`config.mk`:
```
export PLATFORM = sky130hd
export DESIGN_NAME = mem_lsu
export DESIGN_NICKNAME = d
export VERILOG_FILES = /design/src/rtl/mem_lsu.sv
export SDC_FILE = /design/constraint.sdc
export NUM_CORES = 1
export LEC_CHECK = 0
export ABC_AREA = 1
export BUFFER_PORTS_ARGS = -buffer_cell sky130_fd_sc_hd__buf_2
export CAP_MARGIN = 30
export CORE_UTILIZATION = 30
export DETAILED_ROUTE_END_ITERATION = 10
export GPL_TIMING_DRIVEN = 0
export SLEW_MARGIN = 20
export SYNTH_ARGS = -nofsm -noshare
export SYNTH_HDL_FRONTEND = slang
export SYNTH_SLANG_ARGS = --single-unit
export TNS_END_PERCENT = 1
```
`constraint.sdc`:
```
create_clock -name clk_i -period 2.2 [get_ports clk_i]
set_input_delay 0.22 -clock clk_i [delete_from_list [all_inputs] [get_ports clk_i]]
set_output_delay 0.22 -clock clk_i [all_outputs]
set_load 0.02 [all_outputs]
```
`src/rtl/mem_lsu.sv`:
```
// rtl/mem_lsu.sv - memory-stage load/store unit with req/gnt/rvalid data bus and timeout abort
module mem_lsu #(
    parameter int ADDR_WIDTH     = 32,
    parameter int DATA_WIDTH     = 32,
    parameter int TIMEOUT_CYCLES = 255
) (
    input  logic                  clk_i,
    input  logic                  rst_i,
    input  logic                  mem_we_i,
    input  logic [ADDR_WIDTH-1:0] mem_addr_i,
    input  logic [DATA_WIDTH-1:0] mem_data_i,
    input  logic [3:0]            mem_op_i,
    input  logic [4:0]            reg_waddr_i,
    input  logic                  reg_we_i,
    input  logic [DATA_WIDTH-1:0] reg_wdata_i,
    output logic [4:0]            reg_waddr_o,
    output logic                  reg_we_o,
    output logic [DATA_WIDTH-1:0] reg_wdata_o,
    output logic                  stallreq_o,
    output logic                  misalign_o,
    output logic                  bus_err_o,
    output logic                  bus_req_o,
    output logic                  bus_we_o,
    output logic [ADDR_WIDTH-1:0] bus_addr_o,
    output logic [DATA_WIDTH-1:0] bus_wdata_o,
    output logic [3:0]            bus_be_o,
    input  logic                  bus_gnt_i,
    input  logic                  bus_rvalid_i,
    input  logic [DATA_WIDTH-1:0] bus_rdata_i
);

    localparam logic [3:0] OP_LB = 4'd1, OP_LH = 4'd2, OP_LW = 4'd3, OP_LBU = 4'd4;
    localparam logic [3:0] OP_LHU = 4'd5, OP_SB = 4'd6, OP_SH = 4'd7, OP_SW = 4'd8;
    localparam int CW = (TIMEOUT_CYCLES > 1) ? $clog2(TIMEOUT_CYCLES) : 1;

    typedef enum logic [1:0] {S_IDLE, S_REQ, S_WAIT, S_DONE} state_t;

    state_t                state;
    logic [3:0]            op_q;
    logic [1:0]            off_q;
    logic [4:0]            rd_q;
    logic                  we_q;
    logic                  store_q;
    logic                  err_q;
    logic [DATA_WIDTH-1:0] load_q;
    logic [CW-1:0]         cnt_q;

    logic                  is_mem;
    logic                  misaligned;
    logic                  start;
    logic [3:0]            be_in;
    logic [DATA_WIDTH-1:0] wdata_in;
    logic                  timeout_hit;
    logic [DATA_WIDTH-1:0] load_val;

    function automatic logic [DATA_WIDTH-1:0] extract(input logic [3:0] op, input logic [1:0] off,
                                                      input logic [DATA_WIDTH-1:0] rdata);
        logic [DATA_WIDTH-1:0] lane;
        lane = rdata >> {off, 3'b000};
        case (op)
            OP_LB:   return {{(DATA_WIDTH-8){lane[7]}}, lane[7:0]};
            OP_LH:   return {{(DATA_WIDTH-16){lane[15]}}, lane[15:0]};
            OP_LBU:  return {{(DATA_WIDTH-8){1'b0}}, lane[7:0]};
            OP_LHU:  return {{(DATA_WIDTH-16){1'b0}}, lane[15:0]};
            default: return rdata;
        endcase
    endfunction

    always_comb begin
        is_mem = (mem_op_i >= OP_LB) && (mem_op_i <= OP_SW);
        case (mem_op_i)
            OP_LH, OP_LHU, OP_SH: misaligned = mem_addr_i[0];
            OP_LW, OP_SW:         misaligned = |mem_addr_i[1:0];
            default:              misaligned = 1'b0;
        endcase
        start    = is_mem && !misaligned;
        be_in    = 4'b1111;
        wdata_in = '0;
        case (mem_op_i)
            OP_SB: begin
                be_in    = 4'b0001 << mem_addr_i[1:0];
                wdata_in = {4{mem_data_i[7:0]}};
            end
            OP_SH: begin
                be_in    = 4'b0011 << mem_addr_i[1:0];
                wdata_in = {2{mem_data_i[15:0]}};
            end
            OP_SW:   wdata_in = mem_data_i;
            default: ;
        endcase
    end

    assign timeout_hit = (TIMEOUT_CYCLES != 0) && (cnt_q == CW'(TIMEOUT_CYCLES - 1));
    assign load_val    = extract(op_q, off_q, bus_rdata_i);
    assign bus_req_o   = (state == S_REQ);
    assign stallreq_o  = (state == S_REQ) || (state == S_WAIT) || ((state == S_IDLE) && start);

    always_ff @(posedge clk_i) begin
        if (rst_i) begin
            state       <= S_IDLE;
            op_q        <= '0;
            off_q       <= '0;
            rd_q        <= '0;
            we_q        <= 1'b0;
            store_q     <= 1'b0;
            err_q       <= 1'b0;
            load_q      <= '0;
            cnt_q       <= '0;
            reg_waddr_o <= '0;
            reg_we_o    <= 1'b0;
            reg_wdata_o <= '0;
            misalign_o  <= 1'b0;
            bus_err_o   <= 1'b0;
            bus_we_o    <= 1'b0;
            bus_addr_o  <= '0;
            bus_wdata_o <= '0;
            bus_be_o    <= '0;
        end else begin
            misalign_o <= 1'b0;
            bus_err_o  <= 1'b0;
            case (state)
                S_IDLE: begin
                    cnt_q       <= '0;
                    reg_waddr_o <= reg_waddr_i;
                    reg_wdata_o <= reg_wdata_i;
                    if (start) begin
                        // direction comes from mem_we_i; the op only selects lanes and extension
                        op_q        <= mem_op_i;
                        off_q       <= mem_addr_i[1:0];
                        rd_q        <= reg_waddr_i;
                        we_q        <= reg_we_i;
                        store_q     <= mem_we_i;
                        err_q       <= 1'b0;
                        bus_we_o    <= mem_we_i;
                        bus_addr_o  <= {mem_addr_i[ADDR_WIDTH-1:2], 2'b00};
                        bus_wdata_o <= wdata_in;
                        bus_be_o    <= be_in;
                        reg_we_o    <= 1'b0;
                        state       <= S_REQ;
                    end else if (is_mem) begin
                        misalign_o <= 1'b1;
                        reg_we_o   <= 1'b0;
                    end else begin
                        reg_we_o <= reg_we_i;
                    end
                end
                S_REQ: begin
                    reg_we_o <= 1'b0;
                    if (bus_gnt_i && (store_q || bus_rvalid_i)) begin
                        load_q <= load_val;
                        state  <= S_DONE;
                    end else if (timeout_hit) begin
                        err_q     <= 1'b1;
                        bus_err_o <= 1'b1;
                        state     <= S_DONE;
                    end else begin
                        cnt_q <= cnt_q + CW'(1);
                        if (bus_gnt_i) state <= S_WAIT;
                    end
                end
                S_WAIT: begin
                    reg_we_o <= 1'b0;
                    if (bus_rvalid_i) begin
                        load_q <= load_val;
                        state  <= S_DONE;
                    end else if (timeout_hit) begin
                        err_q     <= 1'b1;
                        bus_err_o <= 1'b1;
                        state     <= S_DONE;
                    end else begin
                        cnt_q <= cnt_q + CW'(1);
                    end
                end
                default: begin
                    reg_waddr_o <= rd_q;
                    reg_wdata_o <= load_q;
                    reg_we_o    <= we_q && !store_q && !err_q;
                    cnt_q       <= '0;
                    state       <= S_IDLE;
                end
            endcase
        end
    end

endmodule

```
-- After elaboration in Yosys (flattened, before gate mapping)
Cells that the tools add are included.
W data, S select, Z words.
- word-level logic and storage cells: 102
- bits in registers: 162
- input bits: 143
- output and inout port bits: 111
- equality and inequality tests: 20
- reductions and logical operators: 25
- shift operators: 3
- multiplexer cells: 33
- add/subtract/negate cells: 1
- bitwise operators: 1
- magnitude comparators: 2
- operators with widths (operator ; count):
    $pmux W32 S2 ; 2
    $pmux W32 S4 ; 1
    $pmux W32 S3 ; 1
    $mux W32 ; 2
    $shr A32 B5 Y16 ; 1
    $mux W8 ; 3
    $eq A4 B3 Y1 const B ; 5
    $pmux W8 S2 ; 1
    $eq A4 B2 Y1 const B ; 3
    $mux W2 ; 6
    $mux W1 ; 10
    $pmux W5 S2 ; 1
    $add A8 B1 Y8 const B ; 1
    $eq A8 B8 Y1 const B ; 1
    $ne A2 B2 Y1 const B ; 4
    $pmux W4 S2 ; 1
    $logic_and A1 B1 Y1 ; 6
    $pmux W1 S2 ; 3
    $pmux W2 S3 ; 1
    $reduce_and A3 Y1 ; 2
    $reduce_or A2 Y1 ; 3
    $reduce_or A3 Y1 ; 2
    $eq A4 B1 Y1 const B ; 1
    $eq A4 B4 Y1 const B ; 1
    18 further kinds ; 23

-- Depth between registers and ports, before layout
Gate-level depths: netlist of run 1.
- word-level depth: 7
- mapped depth: 11
- gate-level depth less buffers: 11

-- Least setup slack after synthesis of run 1
No wires, ideal clock.
- path kind: reg-to-output
- start: register state[0]
- end: output port stallreq_o
- path slack: 0.157 ns
- data required time: 1.980 ns
- buffers on the path: 3
- data arrival time: 1.823 ns
- stages on the path, launching flop included: 8
- cells stage by stage: dfxtp_1 inv_1 ha_1 clkbuf_1 inv_2 clkbuf_1 clkbuf_1 o21ai_0
- word-level cells in the longest chain between the ends: 3
- elaborated cells on any way between the ends: 6
- classes of those cells: eq/ne: 2; reduce/logical: 4
- RTL lines (what ; RTL line ; RTL):
    from (decl) ; 38 ; state_t state;
    from (signal assigned) ; 100 ; state <= S_IDLE;
    from (signal assigned) ; 139 ; state <= S_REQ;
    from (signal assigned) ; 151 ; state <= S_DONE;
    $eq A2 B1 Y1, or another cell as far along ; 96 ; assign stallreq_o = (state == S_REQ) || (state == S_WAIT) || ((state == S_IDLE) && start);
    $logic_or A1 B1 Y1 or $logic_and A1 B1 Y1 (tied branches) ; 96 ;
    $logic_or A1 B1 Y1 (*) ; 96 ;
    to (decl) ; 19 ; output logic stallreq_o,
Mark *: on every way between the ends. The rest lies on a longest branch, timed or not.

-- Worst setup path in the final report of run 1
- start: register op_q[3]
- end: register load_q[3]
- word-level cells in the longest chain between the ends: 4
- elaborated cells on any way between the ends: 8
- classes of those cells: eq/ne: 4; mux: 4
- RTL lines (what ; RTL line ; RTL):
    from (decl) ; 39 ; logic [3:0] op_q;
    from (signal assigned) ; 128 ; op_q <= mem_op_i;
    $eq A4 B3 Y1, or another cell as far along ; 60 ; case (op)
    $pmux W32 S4 (*) ; 60 ;
    $mux W32, on equally long branches ; 163, 149 ;
    $pmux W32 S2 (*) ; 121 ; case (state)
    to (signal assigned) ; 150 ; load_q <= load_val;
    to (signal assigned) ; 164 ; load_q <= load_val;
    to (decl) ; 45 ; logic [DATA_WIDTH-1:0] load_q;
Mark *: on every way between the ends. The rest lies on a longest branch, timed or not. The select of a mux whose other input is x is not followed.
A chain may end at the register's enable or synchronous reset.

==> reports/metrics.yaml, run 1 <==
pre_cts_ws_ns: -0.5682
drtIter0Drc: 686
drcViolationCount: 0
initial_utilization_pct: 30.49
min_period_over_period_pct: 97.10
cp-end-kind: "flop"
fin_ws_ns: 0.06372
area_growth_pct: 30.67
setup_viol: 0
overflow: 0
max-slew-margin-rel_pct: 52.73
grt_pass1_vias: 7830
grt_pass1_wl_mm: 42.37
finClkSkew_ns: 0.008909
cap_violations: 0
hold_path.class: "input port to flop"
cp_max_fo: 9
path_class: "flop to flop"
crit_arrival_ns: 2.49
vias_per_cell: 4.870
cts_hold_buf: 0
ys_ff_latch: 162
min_period_ns: 2.136
dp_cells: 1714
crit_slowest_cell: "o21ai_1"
hpwlAfterDp_mm: 20.87
rsz0062_at_grt: "no"
final_hold_viol_count: 0
crit_path_frequent_cell: "nand3_1"
clock-sinks: 162
synth_top_area_cell: "dfxtp_1"
ant_nets: 0
die-width_um: 161.5
core.rowCount: 58
core_area_um2: 25040
layout.cells.non_filler: 1744
maxSlewViolCount: 0
htreeDepth: 4
die_area_um2: 26090
antenna_found_initial: 1
fp.dieH_um: 161.5
layout-drive-gt1-share_pct: 22.72
wl_per_cell_um: 15.72
io_buffers: 250
routed_wl_mm: 27.41
synth_top_area_share_pct: 42.48
whs_path_depth: 3
outcome: "complete, no violations"
grt_max_degree: 20
grt_usage_pct: 20.80
powerDensity_nw_per_um2: 1381
crit_required_ns: 2.55
yosys_warnings: 0
syn_area_per_cell_um2: 6.737
max_slew.worst_pin.slew_ns: 0.7043
clock.fmax_mhz: 468.1
cts_buffers: 17
power_mw: 13.77
path_clk_slew_ns: 0.07
root_buffer: "clkbuf_16"
dr_total_vias: 8493
p_leak_nw: 4.965
drt-pass1-iter-count: 5
clkLatencyLatePin_ns: 0.43
cts_tree: "built"
cpPeakStageDelay_ns: 0.49
synthDistinctLibCells: 30
clock_path_buffers: 2
peakVddDrop_mv: 0.4827
worstRegToRegCells: 6
synth_sequential_area_ratio_pct: 42.48
syn-cell-area_um2: 7634
gp_congestion: 0.9358
io_pins: 254
crit_chain: "inv_1 > nand3_1 > nand3_1 > o21ai_1 > nand2_1 > a21oi_1"
ys_top_cells_by_area: "dfxtp_1 42%, nor2_1 10%, nand2_1 10%"
syn_inst: 1133
start_kind: "flop"
fin_nets: 1550
## cells in the mapped netlist
cell type,count
conb_1,1
inv_2,2
inv_1,97
nand3b_1,2
buf_1,10
o21ai_0,118
and2_4,1
a21oi_1,59
nand2_1,204
nand2_2,1
a31oi_1,1
buf_2,11
clkbuf_1,46
ha_1,6
clkinv_1,2
nor2_1,210
xor2_1,1
o211ai_1,40
nand3_1,64
nor3_1,51
buf_4,5
o22ai_1,7
o21ai_1,13
nand4_1,12
nand3_4,1
buf_6,2
nand4_2,1
dfxtp_1,162
nor2_4,2
nand3_2,1
## logic make-up after synthesis
| family | after synthesis | synth area share, % |
|---|---|---|
| AO/OA/AOI/OAI | 238 | 17.05 |
| flip-flops | 162 | 42.48 |
| buffers and inverters | 175 | 9.228 |
| XOR/XNOR | 1 | 0.1148 |
| adder cells (fa/ha/maj) | 6 | 0.9834 |
| other | 1 | 0.04913 |
| AND/OR/NAND/NOR | 550 | 30.09 |
## final timing paths
check                 startpoint        endpoint  slack (ns)
setup / recovery         op_q[3]       load_q[3]        0.06
hold / removal    mem_addr_i[28]  bus_addr_o[28]        0.03
setup reg to reg         op_q[3]       load_q[3]        0.06
hold reg to reg   reg_wdata_o[8]  reg_wdata_o[8]        0.48
## critical path: cells and delay by family (launching register included)
family	cells	cell delay [ns]
buf+inv	1	0.10
flops	1	0.36
simple gates	3	0.94
compound gates	2	0.67
## layout make-up
class | instances | area [um^2]
diodes | 1 | 2.502
plain buffers | 71 | 346.6
multi-input cells | 797 | 3709
clock inverters | 14 | 190.2
clock buffers | 17 | 425.4
inverters | 101 | 381.6
well taps | 330 | 412.9
repair buffers | 251 | 1261
flip-flops and latches | 162 | 3246
fillers | 2709 | 15060
## layout by cell type, fill, tap and decap left out, drive strengths merged, types with 2 or more instances in the layout
cell,netlist,layout
clkinv,2,4
conb,1,2
nand2,205,205
nor2,212,212
clkbuf,46,60
o21ai,131,131
dfxtp,162,162
ha,6,6
o211ai,40,40
nor3,51,51
nand3b,2,2
nand3,66,66
nand4,13,13
inv,99,108
buf,28,279
bufinv,0,3
a21oi,59,59
o22ai,7,7
## power by group
group / total [mW] / internal, mW / switching, mW
sequential: 4.28 / 3.82 / 0.466
combinational: 6.30 / 2.04 / 4.26
clock: 3.18 / 1.83 / 1.36
total: 13.8 / 7.69 / 6.08
## state kept, by name, indices dropped and copies added, names as in the netlist
signal       count
bus_addr_o      30
bus_be_o         4
bus_err_o        1
bus_wdata_o     32
cnt_q            8
err_q            1
load_q          32
misalign_o       1
off_q            2
op_q             4
rd_q             5
reg_waddr_o      5
reg_wdata_o     32
reg_we_o         1
state            2
store_q          1
we_q             1
## through the flow
stage | TNS [ns] | hold slack [ns] | area [um^2] | util, %
3_3_place_gp | -13.12 | 0.4521 | 9301 | 37.15
3_5_place_dp | -12.64 | 0.4566 | 9301 | 37.15
6_report | 0 | 0.02520 | 9975 | 39.84
2_1_floorplan | 0 | 0.3621 | 7637 | -
5_1_grt | 0 | 0.01422 | 9972 | 39.83
4_1_cts | 0 | 0.01048 | 9950 | 39.74
## timing repair
| item | 4_1_cts | 5_1_grt |
|---|---|---|
| pin swaps | 0 | 1 |
| setup buffers | 0 | 1 |
| endpoints found under the setup margin | 67 | 29 |
| resized for setup | 13 | 12 |
| endpoints found under the hold margin | 0 | 0 |
## metal layers
layer / GRT usage [%] / up-vias / share of wire [%]
met2: 33.88 / 358 / 45
met1: 28.14 / 3863 / 46
met4: 5.403 / 0 / 1.3
li1: - / 4247 / -
met5: 0 / - / 0
met3: 3.852 / 25 / 7.8
(Power assumes the default switching activity.)
==> run 2, diff against run 1 <==
REMOVE_ABC_BUFFERS = 1   (was not set)
==> run 2 against run 1 <==
  * Combinational power shrank 4.3%
  * Register-to-register slack is essentially flat
  * Clock skew grew 0.0031 ns
  * Largest cell class unchanged
  * First-iteration DRC count shrank 5.0%
  * Critical path type is now flop to output port
  * Global-route usage shrank 2.0 points
  * Cell area shrank 0.95%
  * Highest routed layer is now met5
  * Sequential cell count is the same
  * Count of clock-buffer cells in the layout grew 1
  * Cell count shrank 3.3%
  * Die area is the same
  * Total power shrank 2.5%
  * Non-clock buffer count shrank 61
==> reports/metrics.yaml, run 2 (same netlist as run 1, synthesis figures left out) <==
final_cell_mix: "251 x buf_2, 208 x nor2_1, 203 x nand2_1, 160 x dfxtp_1, 118 x o21ai_0"
htreeDepth: 4  # unchanged
outcome: "complete, no violations"
clock-sinks: 162  # unchanged
path_class: "flop to output port"
ant_nets: 0  # unchanged
pre_cts_ws_ns: -1.078  # -0.5095 ns
fp.dieH_um: 161.5  # unchanged
crit_arrival_ns: 1.91  # -0.58 ns
cap_violations: 0  # unchanged
largestRegisters: "bus_wdata_o: 32 flops, load_q: 32 flops, reg_wdata_o: 32 flops"
hold_path.class: "input port to flop"
cts_tree: "built"
vias_per_cell: 4.762  # -2.2%
max-slew-margin-rel_pct: 45.39  # -7.3 points
fin_nets: 1491  # -3.8%
r2r_slack_ns: 0.07  # about the same
initial_utilization_pct: 30.49  # unchanged
routed_wl_mm: 24.83  # -9.4%
path_clk_slew_ns: 0.07  # about the same
clock_path_buffers: 2  # unchanged
setup_tns_ns: 0  # unchanged
root_buffer: "clkbuf_16"
grt_max_degree: 80  # +300%
setup_viol: 0  # unchanged
core.rowCount: 58  # unchanged
drcViolationCount: 0  # unchanged
die_area_um2: 26090  # unchanged
io_pins: 254  # unchanged
wl_per_cell_um: 14.72  # -6.3%
layout.cells.non_filler: 1687  # -3.3%
layout-drive-gt1-share_pct: 23.17  # +0.46 points
final_hold_viol_count: 0  # unchanged
wl_met3_mm: 2.094  # -1.5%
met1_length_mm: 11.26  # -10%
powerDensity_nw_per_um2: 1358  # -1.6%
start_kind: "flop"
core_area_um2: 25040  # unchanged
cp_max_fo: 77  # +68
peakVddDrop_mv: 0.6978  # +45%
hpwlAfterDp_mm: 16.67  # -20%
rsz0062_at_grt: "yes"
clock.fmax_mhz: 469.9  # +0.38%
min_period_over_period_pct: 96.73  # -0.37 points
maxSlewViolCount: 0  # unchanged
max_slew.worst_pin.slew_ns: 0.8141  # +0.1099 ns
fin_ws_ns: 0.07186  # +0.008137 ns
area_growth_pct: 29.42
cts_buffers: 17  # unchanged
finClkSkew_ns: 0.01199  # +0.003083 ns
p_leak_nw: 4.877  # -1.8%
dp_cells: 1648  # -3.9%
drtIter0Drc: 652  # -5.0%
antenna_found_initial: 5  # +4
power_mw: 13.42  # -2.5%
postLayoutCoreUtil_pct: 39.46  # -0.38 points
final_common_cell: "buf_2"
crit_required_ns: 1.98  # -0.57 ns
drt-pass1-iter-count: 7  # +2
min_period_ns: 2.128  # -0.008137 ns
clkLatencyLatePin_ns: 0.42  # about the same
cp-end-kind: "output port"
die-width_um: 161.5  # unchanged
io_buffers: 251  # +0.40%
dr_total_vias: 8033  # -5.4%
grt_pass1_vias: 7423  # -5.2%
grt_pass1_wl_mm: 39.30  # -7.2%
top_layer_used: "met5"
grt_usage_pct: 18.84  # -2.0 points
wl_met2_mm: 11.15  # -10%
gp_congestion: 0.8054  # -14%
overflow: 0  # unchanged
## run 2: cell types whose count changed in the layout (fill, tap and decap cells not counted), sizes merged, moves of 2 or more
cell      change
clkbuf       -42
inv           -2
buf          -19
clkinvlp      +3
## run 2: what timing repair did
| item | 4_1_cts | 5_1_grt |
|---|---|---|
| buffers inserted | 3 | 0 |
| hold buffers | 1 | 0 |
| resized for setup | 17 | 5 |
| hold endpoints to repair | 1 | 0 |
| pin swaps | 2 | 3 |
| cloned | 1 | 1 |
| endpoints found under the setup margin | 113 | 48 |
## run 2: power by group
group          internal [mW]  leakage, nW  switching, mW
Combinational           2.01         3.25           4.02
Sequential              3.82         1.34          0.475
Clock                   1.72        0.287           1.38
## run 2: worst paths after layout
check                  from        endpoint  cells after the start
min reg2reg  reg_waddr_o[0]  reg_waddr_o[0]                      2
min          mem_addr_i[17]  bus_addr_o[17]                      3
max reg2reg        state[0]  bus_wdata_o[0]                     10
max                state[0]      stallreq_o                      5
## run 2: metrics by stage
| step | hold WS [ns] | instance area, um^2 |
|---|---|---|
| finish | 0.02464 | 9879 |
| floorplan | 0.2891 | 7312 |
| detailed placement | 0.4566 | 9166 |
| CTS | 0.003037 | 9872 |
| global placement | 0.4498 | 8981 |
| global route | 0.01155 | 9877 |
## run 2: per-layer routing
| layer | vias to the layer above | track usage [%] |
|---|---|---|
| met4 | 4 | 5.060 |
| met1 | 3616 | 23.73 |
| met2 | 268 | 31.01 |
| li1 | 4126 | - |
| met5 | - | 0 |
| met3 | 19 | 5.778 |
## run 2: final cells by class
class | count | area, um^2
timing repair buffer | 261 | 1441
clock buffer | 18 | 429.2
antenna | 2 | 5.005
inverter | 101 | 407.9
tap | 330 | 412.9
clock inverter | 14 | 167.7
multi-input combinational | 799 | 3767
fill | 2655 | 15160
sequential | 162 | 3248
## run 2: worst max-delay path: stages, from the launching register on
cell	delay, ns
dfxtp_1	0.36
inv_1	0.11
ha_4	0.32
inv_8	0.31
o21ai_0	0.14
buf_2	0.18
==> run 3, diff against run 2 <==
CORE_UTILIZATION = 51   (was 30)
PLACE_DENSITY = 0.85   (was not set)
==> run 3 against run 2 <==
  * Hold slack worse by 0.0010 ns
  * Total power down 0.86%
  * Clock power is 5% lower
  * Highest routed layer is now met4
==> reports/metrics.yaml, run 3 (same netlist as run 1, synthesis figures left out) <==
outcome: "complete, no violations"
grt_max_degree: 90  # +13%
grt_pass1_wl_mm: 36.34  # -7.5%
grt_usage_pct: 28.82  # +10 points
final_hold_viol_count: 0  # unchanged
hold_start: "mem_addr_i[10]"
area_growth_pct: 27.39
crit_required_ns: 1.98  # about the same
die_area_um2: 15460  # -41%
layout-drive-gt1-share_pct: 23.21  # +0.040 points
io_pins: 254  # unchanged
finClkSkew_ns: 0.006217  # -0.005774 ns
clkLatencyLatePin_ns: 0.42  # about the same
drtIter0Drc: 505  # -23%
cp-end-kind: "output port"
p_leak_nw: 4.884  # +0.15%
drcViolationCount: 0  # unchanged
drt-pass1-iter-count: 6  # -1
dpl_cell_area_um2: 8996  # -1.9%
wl_per_cell_um: 14.36  # -2.4%
power_mw: 13.30  # -0.86%
max-slew-margin-rel_pct: 48.32  # +2.9 points
root_buffer: "clkbuf_16"
grt_pass1_vias: 7563  # +1.9%
setup_viol: 0  # unchanged
postLayoutCoreUtil_pct: 66.66  # +27 points
cts_hold_buf: 0  # -1
min_period_over_period_pct: 95.33  # -1.4 points
rsz0062_at_grt: "yes"
path_clk_slew_ns: 0.07  # about the same
final_common_cell: "buf_2"
max_slew.worst_pin.slew_ns: 0.7723  # -0.04180 ns
crit_arrival_ns: 1.88  # -0.03 ns
cp_max_fo: 50  # -35%
htreeDepth: 4  # unchanged
cts_tree: "built"
cts_buffers: 17  # unchanged
min_period_ns: 2.097  # -0.03097 ns
die-width_um: 124.3  # -23%
hpwlAfterDp_mm: 14.86  # -11%
fin_area_um2: 9724  # -1.6%
largestRegisters: "bus_wdata_o: 32 flops, load_q: 32 flops, reg_wdata_o: 32 flops"
core.rowCount: 44  # -24%
maxSlewViolCount: 0  # unchanged
final_cell_mix: "251 x buf_2, 209 x nor2_1, 203 x nand2_1, 160 x dfxtp_1, 118 x o21ai_0"
antenna_found_initial: 5  # unchanged
fp.dieH_um: 124.3  # -23%
cap_violations: 0  # unchanged
hold_path.class: "input port to flop"
routed_wl_mm: 22.20  # -11%
initial_utilization_pct: 52.32  # +22 points
powerDensity_nw_per_um2: 1368  # +0.72%
clock_path_buffers: 2  # unchanged
gp_congestion: 0.8560  # +6.3%
clock-sinks: 162  # unchanged
path_class: "flop to output port"
vias_per_cell: 5.288  # +11%
core_area_um2: 14590  # -42%
ant_nets: 0  # unchanged
overflow: 0  # unchanged
start_kind: "flop"
peakVddDrop_mv: 0.8388  # +20%
critPathLaunch: "state[0]"
rr_startpoint: "state[1]"
fin_nets: 1493  # +0.13%
dr_total_vias: 8175  # +1.8%
clock.fmax_mhz: 476.8  # +1.5%
io_buffers: 251  # unchanged
-- run 3: where the power goes --
group          switching (mW)  internal (mW)
Sequential              0.484           3.82
Clock                    1.24           1.71
Combinational            3.99           2.06
-- run 3: stage by stage --
| stage | hold WS, ns | setup WS [ns] | setup TNS [ns] | cells |
|---|---|---|---|---|
| finish | 0.02363 | 0.1028 | 0 | 1546 |
| global placement | 0.4493 | -3.430 | -449.52 | 1495 |
| CTS | 0.01082 | 0.05078 | 0 | 1541 |
| global route | 0.01448 | -0.02209 | -0.04358 | 1546 |
| detailed placement | 0.4581 | -0.8501 | -54.71 | 1502 |
| floorplan | 0.2891 | -1.449 | -144.65 | 1060 |
-- run 3: timing repair --
| item | in CTS | in global routing |
|---|---|---|
| gates cloned | 2 | 0 |
| pin swaps | 2 | 1 |
| endpoints found under the setup margin | 99 | 31 |
| buffers inserted | 5 | 0 |
| gates resized for setup | 13 | 5 |
-- run 3: path summary, 6_finish.rpt --
check                         to  slack [ns]  cells past startpoint
setup / recovery      stallreq_o        0.10                      6
hold / removal    bus_addr_o[10]        0.02                      3
setup reg to reg  bus_wdata_o[1]        0.20                     11
hold reg to reg   reg_wdata_o[5]        0.47                      2
-- run 3: area by class of cell --
type	count	area, um^2
fillers	1329	4865
multi-input cells	798	3746
flip-flops and latches	162	3248
repair buffers	263	1479
clock buffers	18	439.2
inverters	101	407.9
well taps	184	230.2
clock inverters	14	153.9
diodes	5	12.51
repair inverters	1	7.507
-- run 3: critical path, stage by stage, from the launching register on --
cell     delay, ns
dfxtp_1       0.37
inv_1         0.11
ha_4          0.21
inv_12        0.18
buf_12        0.27
o21ai_0       0.12
buf_2         0.18
-- run 3: layer usage --
metal	part of all wire, %	vias to the layer above	global-route usage (%)
met3	7.9	34	7.818
met2	49	342	49.89
li1	-	4137	-
met4	2.1	0	12.26
met1	41	3662	33.23
met5	0	-	0
